===== config.mk =====
export PLATFORM = sky130hd
export DESIGN_NAME = sipo_frame_reg
export DESIGN_NICKNAME = d
export VERILOG_FILES = /design/src/rtl/rs232_pkg.sv /design/src/rtl/frame_bit_cnt.sv /design/src/rtl/sipo_frame_reg.sv
export SDC_FILE = /design/constraint.sdc
export NUM_CORES = 1
export LEC_CHECK = 0
export ABC_CLOCK_PERIOD_IN_PS = 4000
export BUFFER_PORTS_ARGS = -buffer_cell sky130_fd_sc_hd__buf_4
export CAP_MARGIN = 20
export CORE_MARGIN = 2
export CORE_UTILIZATION = 45
export DETAILED_ROUTE_END_ITERATION = 16
export GPL_ROUTABILITY_DRIVEN = 0
export PLACE_DENSITY = 0.77
export SYNTH_ARGS = -nofsm -noshare
export SYNTH_HDL_FRONTEND = slang
export SYNTH_HIERARCHICAL = 1
export SYNTH_SLANG_ARGS = --single-unit
export TNS_END_PERCENT = 20

===== constraint.sdc =====
create_clock -name clk_i -period 4 [get_ports clk_i]
set_input_delay 0.2 -clock clk_i [delete_from_list [all_inputs] [get_ports clk_i]]
set_output_delay 0.2 -clock clk_i [all_outputs]
set_load 0.01 [all_outputs]

===== src/rtl/rs232_pkg.sv =====
// rs232_pkg: shared constants and helpers for the RS-232 receive path
package rs232_pkg;
  localparam bit LSB_FIRST = 1'b1;
  localparam bit MSB_FIRST = 1'b0;
  function automatic int clog2(input int n);
    int r;
    r = 0;
    while ((1 << r) < n) r++;
    return r;
  endfunction
endpackage


===== src/rtl/frame_bit_cnt.sv =====
// frame_bit_cnt: modulo-Width bit counter flagging the last bit of a frame
module frame_bit_cnt import rs232_pkg::*; #(
  parameter int Width = 9
) (
  input  logic                      clk_i,
  input  logic                      rst_ni,
  input  logic                      inc,
  input  logic                      clr,
  output logic [clog2(Width)-1:0]   cnt,
  output logic                      last
);
  localparam int CntW = clog2(Width);
  assign last = cnt == CntW'(Width - 1);
  always_ff @(posedge clk_i or negedge rst_ni)
    if (!rst_ni) cnt <= '0;
    else if (clr) cnt <= '0;
    else if (inc) cnt <= last ? '0 : cnt + 1'b1;
endmodule


===== src/rtl/sipo_frame_reg.sv =====
// sipo_frame_reg: serial-in/parallel-out frame register with valid/ready
// holding register and sticky overrun flag
module sipo_frame_reg import rs232_pkg::*; #(
  parameter int Width    = 9,
  parameter bit LsbFirst = LSB_FIRST
) (
  input  logic             clk_i,
  input  logic             rst_ni,
  input  logic             clr_i,
  input  logic             shift_i,
  input  logic             din_i,
  output logic [Width-1:0] dout_o,
  output logic             valid_o,
  input  logic             ready_i,
  output logic             busy_o,
  output logic             overrun_o,
  input  logic             ovr_clr_i
);
  localparam int CntW = clog2(Width);
  logic [Width-1:0] sh_q, sh_d;
  logic [CntW-1:0]  cnt_q;
  logic             last, done, free;
  frame_bit_cnt #(.Width(Width)) u_cnt (
    .clk_i (clk_i),
    .rst_ni(rst_ni),
    .inc   (shift_i),
    .clr   (clr_i),
    .cnt   (cnt_q),
    .last  (last)
  );
  assign sh_d   = LsbFirst ? {din_i, sh_q[Width-1:1]} : {sh_q[Width-2:0], din_i};
  assign done   = shift_i & ~clr_i & last;
  // holding register can take a new word if empty or being drained this cycle
  assign free   = ~valid_o | ready_i;
  assign busy_o = cnt_q != '0;
  always_ff @(posedge clk_i or negedge rst_ni)
    if (!rst_ni) sh_q <= '0;
    else if (clr_i) sh_q <= '0;
    else if (shift_i) sh_q <= last ? '0 : sh_d;
  always_ff @(posedge clk_i or negedge rst_ni)
    if (!rst_ni) begin
      dout_o  <= '0;
      valid_o <= 1'b0;
    end else if (done && free) begin
      dout_o  <= sh_d;
      valid_o <= 1'b1;
    end else if (valid_o && ready_i) valid_o <= 1'b0;
  always_ff @(posedge clk_i or negedge rst_ni)
    if (!rst_ni) overrun_o <= 1'b0;
    else if (done && !free) overrun_o <= 1'b1;
    else if (ovr_clr_i) overrun_o <= 1'b0;
endmodule


==> flow_metrics.tcl <==
set metrics [dict create \
    drt_first_pass_iters 3 \
    layout.filler_cells 205 \
    ant_nets 0 \
    ys_seq_area_share_pct 55.02 \
    max_slew_margin_pct 66.44 \
    critical_path_peak_fanout 9 \
    critical_path_launch_point_type "flip-flop" \
    numCtsBuffers 3 \
    synthCells 88 \
    drc_errors 0 \
    final_nets 118 \
    drtIter0Drc 3 \
    power_density_mw_per_mm2 303.0 \
    core.rowCount 17 \
    route.vias.total 679 \
    route.detailed.wl_per_inst_um 13.10 \
    synth_largest_area_cell "dfrtp_1" \
    timing.critical_path.to_type "flip-flop" \
    finalWorstSetupSlack_ns 1.774 \
    timing.clock.skew_ns 0.005184 \
    net_count_synth 97 \
    placed_instances 131 \
    globalRoute.totalOverflow 0 \
    h-tree-depth 1 \
    ctsResizeCount 0 \
    synth_top_area_share_pct 55.02 \
    layout_commonest_cell "dfrtp_1" \
    reg2reg_setup_slack_ns 1.77 \
    grt_max_degree 24 \
    slew_worst_pin_ns 0.5015 \
    holdCritPathClass "in2reg" \
    diodes 0 \
    setup_repair_after_global_routing_missed_its_margin "no" \
    timing.critical_path.required_ns 4.20 \
    finalMaxSlewViolations 0 \
    layout_worst_path_cycle_share_pct 55.66 \
    totalPowerFinal_w 0.0003715 \
    crit_path_max_incr_delay_ns 0.45 \
    number_of_distinct_library_cell_variants_in_the_gate_level_netlist_after_synthesis 25 \
    synth.area.top_cells "dfrtp_1, mux2_2, a21oi_1" \
    initial_utilization_pct 47.29 \
    irDropWorstVdd_mv 0.1687 \
    post-place-ws_ns 1.759 \
    ys.warnings.count 6 \
    cts_tree "done" \
    grt_first_pass_wirelength_mm 2.939 \
    outcome "finished, final reports clean" \
    setup_tns_ns 0 \
    routed_via_density 4.993 \
    dp_hpwl_mm 1.293 \
    synth_area_per_cell_um2 11.89 \
    clock_sinks 23 \
    period_needed_ns 2.226 \
    cellLeakagePower_nw 0.6064 \
    core-area_mm2 0.002212 \
    data_arrival_critical_path_ns 2.43 \
    die_h_um 52.21 \
    post_layout_nonfiller_instances 136 \
    ff_latch_area_um2 575.6 \
    timing.final.hold_violations 0 \
    insertion_delay_ns 0.30 \
    top_library_cells_by_usage_in_the_layout_fill_and_taps_aside "dfrtp_1, buf_4, a21oi_1, mux2_2, nand2b_1" \
    cp_slowest_cell "dfrtp_1" \
    finalSetupViolCount 0 \
    maxClockFrequency_ghz 0.4492 \
    number_of_global_route_vias_before_repair 641 \
    port_buffers 18 \
    critPathKind "reg2reg" \
    mappedNetlistArea_mm2 0.001046 \
    cts_max_path_buffers 2 \
    antenna_violations_before_repair 0 \
    drive_gt1_share_pct 32.41 \
    globalRouteTotalUtil_pct 15.10 \
    syn_to_final_growth_pct 17.23 \
    drt-total-wl_mm 1.782 \
    die-area_mm2 0.002726 \
    dieWidth_um 52.21 \
    design.portCount 19 \
    clk_pin_slew_ns 0.13 \
    synth-seq-cells 23 \
    multi_input_area_um2 431.7 \
    ctsRootBufferMaster "clkbuf_4" \
    crit_path_cell_trace "inv_1 -> ha_1 -> nand2_1 -> nor2_1 -> nand3b_4 -> nor2b_2 -> mux2_2" \
    maxCapViolations 0 \
]
## synthesized netlist by cell type
master     n
nor2_1     4
a21oi_2    1
dfrtp_1   23
buf_2      1
nand3b_1   6
nand2b_1   8
nand3b_4   1
o22ai_1    1
nand2_1    4
o211ai_1   1
nand2_2    1
buf_6      2
inv_1      3
or4_1      1
o21ai_1    1
o21ai_0    1
mux2i_1    1
and4b_1    1
or3b_1     1
mux2_2     9
nor2b_1    3
a21boi_0   1
nor2b_2    1
ha_1       2
a21oi_1   10
## flip-flops by register name (all words and copies together), names as in the netlist
| signal | count |
|---|---|
| valid_o | 1 |
| overrun_o | 1 |
| dout_o | 9 |
| sh_q | 8 |
| u_cnt/cnt | 4 |
## worst max-delay path: cells and delay by family (launching register included)
| family | cells | cell delay [ns] |
|---|---|---|
| and+or+nand+nor | 4 | 1.02 |
| DFF | 1 | 0.45 |
| muxes | 1 | 0.39 |
| adders and majority gates | 1 | 0.16 |
| buffers and inverters | 1 | 0.10 |
## stage by stage
step	hold WS (ns)	instance area, um^2	utilization (%)
after floorplan	-0.09559	1046	-
after global placement	0.1040	1189	53.73
after detailed placement	0.1069	1189	53.73
after CTS	0.07024	1226	55.43
after global routing	0.05702	1226	55.43
final	0.08177	1226	55.43
## routing by layer
metal	vias to the layer above	share of wire [%]	track usage, %
met1	320	45	19.96
met3	2	3.5	2.571
li1	342	-	-
met2	15	50	24.47
met4	0	0.84	6.410
met5	-	0	0
## final cells by class
type | instances | area share, %
Multi-Input combinational cell | 59 | 35.20
Timing Repair Buffer | 19 | 11.84
Tap cell | 28 | 2.857
Clock inverter | 1 | 0.4082
Sequential cell | 23 | 46.94
Inverter | 3 | 0.9184
Clock buffer | 3 | 1.837
## what timing repair did
item,4_1_cts,5_1_grt
hold endpoints to repair,23,0
hold buffers,1,0
setup buffers,0,0
## cells by family (layout without fill, tap and decap cells)
| group | after synthesis | in the layout | synth area share (%) |
|---|---|---|---|
| compound gates | 16 | 16 | 8.613 |
| fa+ha+maj | 2 | 2 | 2.392 |
| buf+inv | 6 | 26 | 3.707 |
| flops | 23 | 23 | 55.02 |
| mux | 10 | 10 | 10.65 |
| simple gates | 31 | 31 | 19.62 |
## final timing paths
check / startpoint / end / depth (start not counted)
min in group asynchronous: rst_ni / sh_q[1] / 2
max: u_cnt/cnt[0] / dout_o[0] / 7
max in group asynchronous: rst_ni / u_cnt/cnt[0] / 2
min reg2reg: dout_o[3] / dout_o[3] / 1
min: ovr_clr_i / overrun_o / 2
max reg2reg: u_cnt/cnt[0] / dout_o[0] / 7
## power by group
group / internal, W / total, W / switching (W)
Sequential: 0.000235 / 0.000238 / 0.00000290
Clock: 0.0000372 / 0.000106 / 0.0000684
Combinational: 0.0000125 / 0.0000279 / 0.0000154
Total: 0.000285 / 0.000371 / 0.0000867
Power figures use the tool's default switching activity.
